$ cat config.mk
export PLATFORM = sky130hd
export DESIGN_NAME = uart_rx_deserializer
export DESIGN_NICKNAME = d
export VERILOG_FILES = /design/src/rtl/uart_rx_deserializer.sv
export SDC_FILE = /design/constraint.sdc
export NUM_CORES = 1
export LEC_CHECK = 0
export BUFFER_PORTS_ARGS = -buffer_cell sky130_fd_sc_hd__buf_2
export CAP_MARGIN = 20
export CORE_AREA = 5 5 73 75
export CTS_CLUSTER_SIZE = 20
export DETAILED_ROUTE_END_ITERATION = 8
export DIE_AREA = 0 0 78 80
export PLACE_DENSITY_LB_ADDON = 0.05
export SLEW_MARGIN = 40
export SYNTH_ARGS = -nofsm -noshare
export SYNTH_HDL_FRONTEND = slang
export SYNTH_SLANG_ARGS = --single-unit
export TNS_END_PERCENT = 100
$ cat constraint.sdc
create_clock -name clock -period 5.6 [get_ports clock]
set_input_delay 1.12 -clock clock [delete_from_list [all_inputs] [get_ports clock]]
set_output_delay 1.12 -clock clock [all_outputs]
set_load 0.01 [all_outputs]
$ cat src/rtl/uart_rx_deserializer.sv
// UART receive deserializer: 2-flop synchronizer, oversampled start/data/parity/stop
// recovery, one-entry valid/ready output with status. Define RX_MAJORITY_VOTE_EN for 2-of-3 bit voting.
module uart_rx_deserializer #(
   parameter int unsigned DATA_BITS  = 8,
   parameter int unsigned OVERSAMPLE = 16,
   parameter int unsigned PARITY     = 0,
   parameter int unsigned STOP_BITS  = 1
) (
   input  logic                 clock,
   input  logic                 reset_n,
   input  logic                 sample_tick,
   input  logic                 rx,
   output logic [DATA_BITS-1:0] data,
   output logic                 valid,
   input  logic                 ready,
   output logic                 parity_err,
   output logic                 frame_err,
   output logic                 overrun,
   input  logic                 clear_overrun,
   output logic                 busy
);

   localparam int unsigned TCW  = $clog2(OVERSAMPLE);
   localparam int unsigned BCW  = $clog2(DATA_BITS + 1);
   localparam int unsigned HALF = OVERSAMPLE / 2;

   typedef enum logic [2:0] {S_IDLE, S_START, S_DATA, S_PARITY, S_STOP} state_t;

   state_t               state_q, state_d;
   logic [TCW-1:0]       tick_q, tick_d;
   logic [BCW-1:0]       bit_q, bit_d;
   logic [DATA_BITS-1:0] shreg_q, shreg_d;
   logic                 perr_q, perr_d;
   logic                 ferr_q, ferr_d;
   logic                 rx_meta, rx_s, rx_mid;
   logic                 bit_c, end_c, deliver_c, load_c;

   // Decisions are taken one tick after the bit centre so both builds share timing.
`ifdef RX_MAJORITY_VOTE_EN
   logic rx_early;

   always_ff @(posedge clock or negedge reset_n) begin
      if (!reset_n) rx_early <= 1'b1;
      else if (sample_tick) rx_early <= rx_mid;
   end

   assign bit_c = (rx_early & rx_mid) | (rx_early & rx_s) | (rx_mid & rx_s);
`else
   assign bit_c = rx_mid;
`endif

   always_ff @(posedge clock or negedge reset_n) begin
      if (!reset_n) begin
         rx_meta <= 1'b1;
         rx_s    <= 1'b1;
         rx_mid  <= 1'b1;
      end else begin
         rx_meta <= rx;
         rx_s    <= rx_meta;
         if (sample_tick) rx_mid <= rx_s;
      end
   end

   assign end_c = sample_tick &&
                  (tick_q == ((state_q == S_START) ? TCW'(HALF) : TCW'(OVERSAMPLE - 1)));

   always_comb begin
      state_d   = state_q;
      tick_d    = tick_q;
      bit_d     = bit_q;
      shreg_d   = shreg_q;
      perr_d    = perr_q;
      ferr_d    = ferr_q;
      deliver_c = 1'b0;
      if (state_q != S_IDLE && sample_tick)
         tick_d = end_c ? '0 : tick_q + TCW'(1);
      case (state_q)
         S_IDLE: begin
            if (sample_tick && !rx_s) begin
               state_d = S_START;
               tick_d  = '0;
               bit_d   = '0;
               perr_d  = 1'b0;
               ferr_d  = 1'b0;
            end
         end
         S_START: begin
            if (end_c) state_d = bit_c ? S_IDLE : S_DATA;
         end
         S_DATA: begin
            if (end_c) begin
               shreg_d = {bit_c, shreg_q[DATA_BITS-1:1]};
               if (bit_q == BCW'(DATA_BITS - 1)) begin
                  bit_d   = '0;
                  state_d = (PARITY != 0) ? S_PARITY : S_STOP;
               end else begin
                  bit_d = bit_q + BCW'(1);
               end
            end
         end
         S_PARITY: begin
            if (end_c) begin
               perr_d  = (PARITY == 1) ? ~(^shreg_q ^ bit_c) : (^shreg_q ^ bit_c);
               state_d = S_STOP;
            end
         end
         S_STOP: begin
            if (end_c) begin
               if (!bit_c) ferr_d = 1'b1;
               if (bit_q == BCW'(STOP_BITS - 1)) begin
                  state_d   = S_IDLE;
                  deliver_c = 1'b1;
               end else begin
                  bit_d = bit_q + BCW'(1);
               end
            end
         end
         default: state_d = S_IDLE;
      endcase
   end

   always_ff @(posedge clock or negedge reset_n) begin
      if (!reset_n) begin
         state_q <= S_IDLE;
         tick_q  <= '0;
         bit_q   <= '0;
         shreg_q <= '0;
         perr_q  <= 1'b0;
         ferr_q  <= 1'b0;
      end else begin
         state_q <= state_d;
         tick_q  <= tick_d;
         bit_q   <= bit_d;
         shreg_q <= shreg_d;
         perr_q  <= perr_d;
         ferr_q  <= ferr_d;
      end
   end

   // Output holding register; a frame arriving while the held word is not consumed is dropped.
   assign load_c = deliver_c && (!valid || ready);

   always_ff @(posedge clock or negedge reset_n) begin
      if (!reset_n) begin
         data       <= '0;
         valid      <= 1'b0;
         parity_err <= 1'b0;
         frame_err  <= 1'b0;
         overrun    <= 1'b0;
         busy       <= 1'b0;
      end else begin
         busy <= (state_d != S_IDLE);
         if (load_c) begin
            data       <= shreg_q;
            parity_err <= perr_q;
            frame_err  <= ferr_d;
            valid      <= 1'b1;
         end else if (valid && ready) begin
            valid <= 1'b0;
         end
         if (deliver_c && !load_c) overrun <= 1'b1;
         else if (clear_overrun)   overrun <= 1'b0;
      end
   end

endmodule

==> results.sh, run 1 <==
export IMPL_worstMarginPinSlew_ns=0.7246
export IMPL_drv_slew=0
export IMPL_wl_per_cell_um=13.89
export IMPL_r2r_start="state_q[0]"
export IMPL_ctsResizeCount=0
export IMPL_fin_crit_ns=2.231
export IMPL_critical_path_max_stage_delay_ns=0.35
export IMPL_power_switching_uw=222.0
export IMPL_grt_overflow_total=0
export IMPL_crit_type="in2reg"
export IMPL_setup_slack_ns=3.369
export IMPL_synth_flop_cell="dfrtp_1"
export IMPL_fin_cells=230
export IMPL_die_w_um=78
export IMPL_ys_warn_count=0
export IMPL_synth_seq_cells=37
export IMPL_synth_async_reset_ratio_pct=100.0
export IMPL_post_cts_repair_setup_buffers=0
export IMPL_netlist_area_um2=1794
export IMPL_cts_buffers=5
export IMPL_vias=1195
export IMPL_path_cells="buf_2 > nand2_2 > a211o_1 > o31a_2 > o21ai_0 > a22o_1"
export IMPL_worstPathMaxFanout=9
export IMPL_vdd_drop_max_mv=0.1395
export IMPL_grt_pass1_wl_mm=5.589
export IMPL_ant_nets=0
export IMPL_antenna_found_initial=0
export IMPL_cts_hold_buf=0
export IMPL_placed_area_um2=1944
export IMPL_critPathRequiredTime_ns=5.82
export IMPL_synth_area_top_cells="dfrtp_1 47%, mux2_2 12%, dfstp_2 4.4%"
export IMPL_clkPwrFrac_pct=25.8
export IMPL_drc=0
export IMPL_synthCells=154
export IMPL_sequentialPowerShare_pct=50.5
export IMPL_die_h_um=80
export IMPL_dr_pass1_iters=4
export IMPL_cpMaxStageDelayCell="o31a_2"
export IMPL_status="complete, no violations"
export IMPL_drt_total_wl_mm=3.195
export IMPL_crit_arrival_ns=2.45
export IMPL_fillCellCount=456
export IMPL_final_util_pct=44.14
export IMPL_first_iter_violations=50
export IMPL_via_per_inst=5.196
export IMPL_final_setup_skew_ns=0.008824
export IMPL_rsz0062_at_grt="no"
export IMPL_io_pins=19
export IMPL_internal_power_uw=455.2
export IMPL_yosysTopAreaCellShare_pct=47.42
export IMPL_synth_top_area_cell="dfrtp_1"
export IMPL_path_clk_slew_ns=0.07
export IMPL_first_global_vias=1199
export IMPL_io_buffers=18
export IMPL_grt_max_degree=38
export IMPL_syn2layout_area_growth_pct=13.11
export IMPL_max_freq_mhz=448.3
export IMPL_fin_setup_tns_ns=0
export IMPL_swShare_pct=32.78
export IMPL_hold_viol=0
export IMPL_diodes=0
export IMPL_place_inst=222
export IMPL_hold_path_class="reg2reg"
export IMPL_p_comb_share_pct=23.7
export IMPL_cts_sinks=37
export IMPL_startpoint_type="input pin"
export IMPL_drive_above_1_share_pct=31.25
export IMPL_synth_edf_count=0
export IMPL_ys_types=38
export IMPL_finalInstanceArea_um2=2029
export IMPL_max_cap_violations=0
export IMPL_start_util_pct=39.02
export IMPL_grtUsageTotal_pct=11.25
export IMPL_finalWeightedCongestion=0.8462
export IMPL_p_per_area_nw_per_um2=333.7
export IMPL_maxSlewHeadroom_pct=51.59
export IMPL_clk_path_buf_depth=2
export IMPL_synth_net_count=163
export IMPL_worstSkewPairLatency_ns=0.28
export IMPL_yosysSeqAreaShare_pct=51.81
export IMPL_post_dp_hpwl_mm=2.318
export IMPL_num_rows=25
export IMPL_core_um2=4598
export IMPL_post_route_period_util_pct=39.83
export IMPL_dpl_worst_slack_ns=3.085
export IMPL_startpoint="sample_tick"
export IMPL_nets=184
export IMPL_endpoint_kind="flip-flop"
export IMPL_layout_commonest_cell="dfrtp_1"
export IMPL_clockRootBuffer="clkbuf_8"
export IMPL_syn_avg_cell_area_um2=11.65
export IMPL_power_leakage_uw=0.0009587
export IMPL_final_cell_mix="34 x dfrtp_1, 19 x mux2_2, 17 x buf_2"
export IMPL_tritoncts="yes"
export IMPL_htreeDepth=2
export IMPL_setup_violations=0
export IMPL_dieArea_um2=6240
export IMPL_min_from="rx_meta"
[logic make-up (layout without fill, tap and decap cells)]
kind of cell             Yosys count  in the layout  synth area share (%)
XOR/XNOR                           8              8                 3.905
AO/OA/AOI/OAI                     25             25                 10.39
adder cells (fa/ha/maj)            3              3                 2.092
multiplexers                      20             20                 12.76
AND/OR/NAND/NOR                   51             51                 16.88
buffers and inverters             10             32                 2.161
flip-flops                        37             37                 51.81
[synth_stat cells, types with 2 or more instances]
master and count:
nor2b_1 3, dfstp_2 3, xnor2_1 7, o21ai_0 9, or3_1 3, nand3b_1 2
ha_1 3, dfrtp_1 34, nor2_1 7, a22o_1 3, a32o_1 2, inv_1 6
mux2_2 19, nand2_1 13, nor3b_1 4, a21oi_1 2, nand2b_1 6, nand3_1 5
o22ai_1 2, clkbuf_1 3
[registers in the layout, summed over array words and instances (netlist names)]
register,cells
frame_err,1
busy,1
bit_q,4
valid,1
state_q,3
tick_q,4
rx_s,1
ferr_q,1
bit_c,1
data,8
rx_meta,1
parity_err,1
overrun,1
shreg_q,8
perr_q,1
[layout make-up]
cell class	instances	area [um2]	share of cell area (%)
well taps	54	67.56	3.329
multi-input cells	107	834.6	41.12
clock buffers	6	72.57	3.576
repair buffers	18	92.59	4.562
inverters	6	22.52	1.110
clock inverters	2	10.01	0.4932
flip-flops and latches	37	929.6	45.81
[critical path, delay by kind of cell]
kind | cells | cell delay (ns)
buf+inv | 1 | 0.16
compound gates | 4 | 1.00
simple gates | 1 | 0.17
[power by group through the flow]
stage | logic [uW] | registers [uW] | clock network [uW]
final | 161 | 342 | 175
after global routing | 181 | 349 | 194
after detailed placement | 161 | 345 | 0
after global placement | 157 | 346 | 0
after CTS | 161 | 341 | 185
after floorplan | 135 | 327 | 0
[routing by layer]
layer	share of wire (%)	GRT usage, %	up-vias
met5	0	0	-
met4	1.7	4.392	0
met3	3.8	3.612	7
met2	49	18.20	22
met1	46	13.92	585
li1	-	-	581
[worst paths after layout]
check                           end  slack (ns)  cells after the start
setup / recovery           bit_q[2]        3.37                      6
hold / removal                 rx_s        0.36                      0
setup reg to reg            data[0]        3.42                      5
hold reg to reg                rx_s        0.36                      0
max in group asynchronous   rx_meta        4.45                      1
min in group asynchronous  bit_q[1]        0.78                      1
[metrics by stage]
step	power, uW	hold WS (ns)
after floorplan	461.7	0.3452
after global placement	503.5	0.3458
after detailed placement	506.0	0.3487
after CTS	687.0	0.3594
after global routing	723.3	0.3638
final	677.2	0.3580
No activity file was read; power rests on OpenSTA's default activity.
==> inputs of run 2 (changes only) <==
==> constraint.sdc (replaced) <==
create_clock -name clock -period 1.8 [get_ports clock]
set_input_delay 0.36 -clock clock [delete_from_list [all_inputs] [get_ports clock]]
set_output_delay 0.36 -clock clock [all_outputs]
set_load 0.01 [all_outputs]
==> run 2 against run 1 <==
The run now ends with negative setup slack left. Die area did not move. Via count rose by 3.9%. Register-to-register slack got worse by 3.5 ns. Sequential share of layout area fell by 3.5 points. Wire length rose by 4.0%. Clock power rose to 4.0 times the previous value. Worst setup slack got worse by 3.4 ns. Worst hold slack got worse by 0.25 ns. Critical path type is now reg2reg. Critical endpoint is now busy.
==> results.sh, run 2 (synthesized netlist as in run 1, its figures left out) <==
export IMPL_status="finished, violations left"
export IMPL_violations="negative setup slack"
export IMPL_syn2layout_area_growth_pct=22.59
export IMPL_io_pins=19
export IMPL_grt_max_degree=38
export IMPL_whs_ns=0.1041
export IMPL_drt_total_wl_mm=3.322
export IMPL_cts_buffers=5
export IMPL_setup_slack_ns=-0.07672
export IMPL_nets=201
export IMPL_drive_above_1_share_pct=39.38
export IMPL_critPathRequiredTime_ns=1.96
export IMPL_startpoint_type="flip-flop"
export IMPL_io_buffers=18
export IMPL_dieArea_um2=6240
export IMPL_post_route_period_util_pct=104.3
export IMPL_endpoint_kind="flip-flop"
export IMPL_vdd_drop_max_mv=0.5918
export IMPL_htreeDepth=2
export IMPL_die_h_um=80
export IMPL_crit_type="reg2reg"
export IMPL_via_per_inst=5.028
export IMPL_grt_pass1_wl_mm=5.802
export IMPL_hold_path_class="in2async"
export IMPL_crit_arrival_ns=2.03
export IMPL_final_setup_skew_ns=0.006781
export IMPL_drc=0
export IMPL_final_util_pct=47.84
export IMPL_rsz0062_at_grt="yes"
export IMPL_clk_path_buf_depth=2
export IMPL_place_inst=237
export IMPL_fin_crit_ns=1.877
export IMPL_grt_overflow_total=0
export IMPL_die_w_um=78
export IMPL_finalWeightedCongestion=0.8287
export IMPL_hold_viol=0
export IMPL_biggestRegsByFlops="data (8), shreg_q (8)"
export IMPL_worstMarginPinSlew_ns=0.4685
export IMPL_num_rows=25
export IMPL_dpl_worst_slack_ns=-0.07419
export IMPL_clockRootBuffer="clkbuf_8"
export IMPL_start_util_pct=39.02
export IMPL_drv_slew=0
export IMPL_maxSlewHeadroom_pct=68.77
export IMPL_cts_hold_buf=0
export IMPL_cts_sinks=37
export IMPL_wl_per_cell_um=13.45
export IMPL_vias=1242
export IMPL_final_cell_mix="34 x dfrtp_1, 19 x mux2_2, 18 x buf_2"
export IMPL_p_total_uw=2425
export IMPL_setup_violations=12
export IMPL_first_iter_violations=85
export IMPL_power_leakage_uw=0.001056
export IMPL_fin_cells=247
export IMPL_p_per_area_nw_per_um2=1102
export IMPL_dr_pass1_iters=4
export IMPL_post_dp_hpwl_mm=2.468
export IMPL_core_um2=4598
export IMPL_first_global_vias=1193
export IMPL_worstSkewPairLatency_ns=0.28
export IMPL_diodes=0
export IMPL_max_cap_violations=0
export IMPL_path_clk_slew_ns=0.07
export IMPL_grtUsageTotal_pct=11.58
export IMPL_antenna_found_initial=0
export IMPL_max_freq_mhz=532.8
export IMPL_reg2regPathDepth=5
export IMPL_tritoncts="yes"
export IMPL_layout_commonest_cell="dfrtp_1"
export IMPL_worstPathMaxFanout=7
export IMPL_ant_nets=0
## run 2: cell types whose count changed in the layout (fill, tap and decap cells not counted), moves of 2 or more
cell	previous run	this run
o21ai_0	9	7
o21ai_1	0	2
buf_4	1	17
clkinv_2	2	0
## run 2: cell type report
class | count | area (um2)
clock buffers | 6 | 72.57
clock inverters | 2 | 38.79
fillers | 430 | 2399
inverters | 6 | 22.52
multi-input cells | 107 | 850.8
flip-flops and latches | 37 | 929.6
well taps | 54 | 67.56
repair buffers | 35 | 217.7
## run 2: per-stage QoR
stage / setup TNS (ns) / cell area, um2
2_1_floorplan: -0.005872 / 1794
3_3_place_gp: -0.6166 / 2048
3_5_place_dp: -0.8752 / 2048
4_1_cts: -0.8424 / 2185
5_1_grt: -1.341 / 2200
6_report: -0.6829 / 2200
## run 2: worst paths after layout
kind                           start        to  slack [ns]
max reg2reg                tick_q[1]      busy       -0.08
min                          reset_n  bit_q[0]        0.10
min reg2reg                  rx_meta      rx_s        0.36
max in group asynchronous    reset_n     bit_c        1.33
min in group clock                rx   rx_meta        0.17
max                        tick_q[1]      busy       -0.08
## run 2: routing by layer
layer | part of all wire, % | GRT usage (%) | vias up
met1 | 44 | 14.17 | 608
met5 | 0 | 0 | -
li1 | - | - | 618
met4 | 1.1 | 4.054 | 0
met2 | 52 | 19.87 | 12
met3 | 2.5 | 2.709 | 4
## run 2: power by group
group	leakage, uW	switching, uW	internal, uW
Sequential	0.000491	58.6	930
Combinational	0.000509	386	347
Clock	0.0000554	288	416
## run 2: repair_timing
| item | 4_1_cts | 5_1_grt |
|---|---|---|
| pin swaps | 2 | 0 |
| buffers inserted | 2 | 0 |
| setup endpoints to repair | 15 | 16 |
| resized for setup | 3 | 4 |
## run 2: critical path, stage by stage, from the launching register on
cell and delay (ns):
dfrtp_1 0.39, or3_1 0.37, mux2_4 0.32, or3_1 0.31
a22o_1 0.19, nand4bb_1 0.18
==> inputs of run 3 (changes only) <==
--- a/config.mk
+++ b/config.mk
@@ -12,6 +12,7 @@
 export DETAILED_ROUTE_END_ITERATION = 8
 export DIE_AREA = 0 0 78 80
 export PLACE_DENSITY_LB_ADDON = 0.05
+export SETUP_SLACK_MARGIN = 0.5
 export SLEW_MARGIN = 40
 export SYNTH_ARGS = -nofsm -noshare
 export SYNTH_HDL_FRONTEND = slang
==> run 3 against run 2 <==
The run still ends with negative setup slack left. Worst setup slack got worse by 0.010 ns. Die area unchanged. Clock power is 5.1% higher. Power up 14%. Wire length grew 16%. Cell area is 12% higher. Non-clock buffer count rose by 8. Critical path depth did not move. Sequential power about the same. Cell count rose by 3.2%. Highest routed layer unchanged.
==> results.sh, run 3 (synthesized netlist as in run 1, its figures left out) <==
export IMPL_cts_hold_buf=0
export IMPL_grtUsageTotal_pct=13.00
export IMPL_setup_slack_ns=-0.08703
export IMPL_hold_viol=0
export IMPL_dieArea_um2=6240
export IMPL_max_freq_mhz=529.9
export IMPL_num_rows=25
export IMPL_power_switching_uw=870.6
export IMPL_cts_buffers=5
export IMPL_grt_overflow_total=0
export IMPL_sequentialPowerShare_pct=36.2
export IMPL_crit_type="reg2reg"
export IMPL_first_iter_violations=73
export IMPL_antenna_found_initial=0
export IMPL_crit_arrival_ns=2.05
export IMPL_critical_path_max_stage_delay_ns=0.39
export IMPL_fin_setup_tns_ns=-0.7771
export IMPL_core_um2=4598
export IMPL_p_comb_share_pct=37.1
export IMPL_drv_slew=0
export IMPL_io_pins=19
export IMPL_cts_sinks=37
export IMPL_post_route_period_util_pct=104.8
export IMPL_cpMaxStageDelayCell="dfrtp_1"
export IMPL_max_cap_violations=0
export IMPL_first_global_vias=1370
export IMPL_io_buffers=18
export IMPL_rsz0062_at_grt="yes"
export IMPL_clk_path_buf_depth=2
export IMPL_vias=1339
export IMPL_grt_pass1_wl_mm=6.341
export IMPL_syn2layout_area_growth_pct=37.31
export IMPL_diodes=0
export IMPL_whs_ns=0.1106
export IMPL_path_cells="or3_1 > mux2_4 > or3_1 > a22o_1 > nand4bb_1"
export IMPL_clockRootBuffer="clkbuf_8"
export IMPL_worstPathMaxFanout=7
export IMPL_dr_pass1_iters=4
export IMPL_power_leakage_uw=0.001155
export IMPL_final_cell_mix="34 x dfrtp_1, 18 x buf_2, 18 x buf_4"
export IMPL_htreeDepth=2
export IMPL_cpMostUsedCell="or3_1"
export IMPL_vdd_drop_max_mv=0.5473
export IMPL_setup_violations=11
export IMPL_endpoint_kind="flip-flop"
export IMPL_critPathRequiredTime_ns=1.96
export IMPL_swShare_pct=31.42
export IMPL_wl_per_cell_um=15.11
export IMPL_post_dp_hpwl_mm=2.597
export IMPL_start_util_pct=39.02
export IMPL_tritoncts="yes"
export IMPL_p_per_area_nw_per_um2=1125
export IMPL_drc=0
export IMPL_startpoint_type="flip-flop"
export IMPL_ant_nets=0
export IMPL_maxSlewHeadroom_pct=67.94
export IMPL_drt_total_wl_mm=3.854
export IMPL_clkPwrFrac_pct=26.7
export IMPL_worstSkewPairLatency_ns=0.28
export IMPL_grt_max_degree=38
export IMPL_final_setup_skew_ns=0.004420
export IMPL_violations="negative setup slack"
export IMPL_path_clk_slew_ns=0.07
export IMPL_nets=209
export IMPL_internal_power_uw=1901
export IMPL_drive_above_1_share_pct=52.74
export IMPL_status="finished, violations left"
export IMPL_via_per_inst=5.251
export IMPL_fin_crit_ns=1.887
export IMPL_die_h_um=80
export IMPL_die_w_um=78
export IMPL_worstMarginPinSlew_ns=0.4809
export IMPL_biggestRegsByFlops="data (8), shreg_q (8)"
export IMPL_layout_commonest_cell="dfrtp_1"
export IMPL_finalWeightedCongestion=0.7990
export IMPL_hold_path_class="in2async"
-- run 3: cell types whose count changed in the layout (fill, tap and decap cells not counted), sizes merged --
cell,delta
buf,+8
clkinvlp,+1
clkinv,-1
-- run 3: layout make-up --
cell class                 instances  area, um2
multi-input combinational        107       1020
clock inverter                     2      37.54
clock buffer                       6      82.58
inverter                           6      22.52
fill                             424       2135
sequential                        37      929.6
timing repair buffer              43      304.0
tap                               54      67.56
-- run 3: path summary, 6_finish.rpt --
kind	startpoint	end	slack (ns)	cells after the start
max	tick_q[2]	busy	-0.09	5
min	reset_n	bit_q[1]	0.11	2
max reg2reg	tick_q[2]	busy	-0.09	5
min reg2reg	rx_meta	rx_s	0.36	0
max in group asynchronous	reset_n	bit_c	1.32	2
min in group clock	rx	rx_meta	0.17	1
-- run 3: layer usage --
metal | global-route usage (%) | part of all wire, % | vias up
li1 | - | - | 636
met3 | 3.273 | 3.4 | 4
met4 | 5.068 | 1.4 | 0
met1 | 15.59 | 42 | 678
met2 | 22.29 | 53 | 21
met5 | 0 | 0 | -
-- run 3: what timing repair did --
item / in CTS / in global routing
setup buffers: 4 / 2
gates resized for setup: 27 / 22
endpoints found under the hold margin: 0 / 0
gates cloned: 0 / 0
endpoints found under the setup margin: 34 / 34
pin swaps: 10 / 10
-- run 3: critical path, delay by kind of cell (launching register included) --
kind / cells / cell delay (ns)
simple gates: 3 / 0.85
flops: 1 / 0.39
mux: 1 / 0.32
compound gates: 1 / 0.20
-- run 3: power groups by stage --
stage                     combinational (uW)  sequential [uW]  clock (uW)
after CTS                                896              990         764
after global placement                   722              999           0
after detailed placement                 737             1000           0
after global routing                    1130             1020         797
after floorplan                          431             1020           0
final                                   1030             1000         739
-- run 3: per-stage QoR --
stage / utilization [%] / total power, uW / cells / setup slack [ns] / cell area [um2]
after floorplan: - / 1449 / 154 / -0.001890 / 1805
after global placement: 45.39 / 1720 / 241 / -0.07900 / 2087
after detailed placement: 45.39 / 1739 / 241 / -0.08552 / 2087
after CTS: 50.99 / 2650 / 253 / -0.09200 / 2345
after global routing: 53.58 / 2939 / 255 / -0.1268 / 2464
final: 53.58 / 2771 / 255 / -0.08703 / 2464
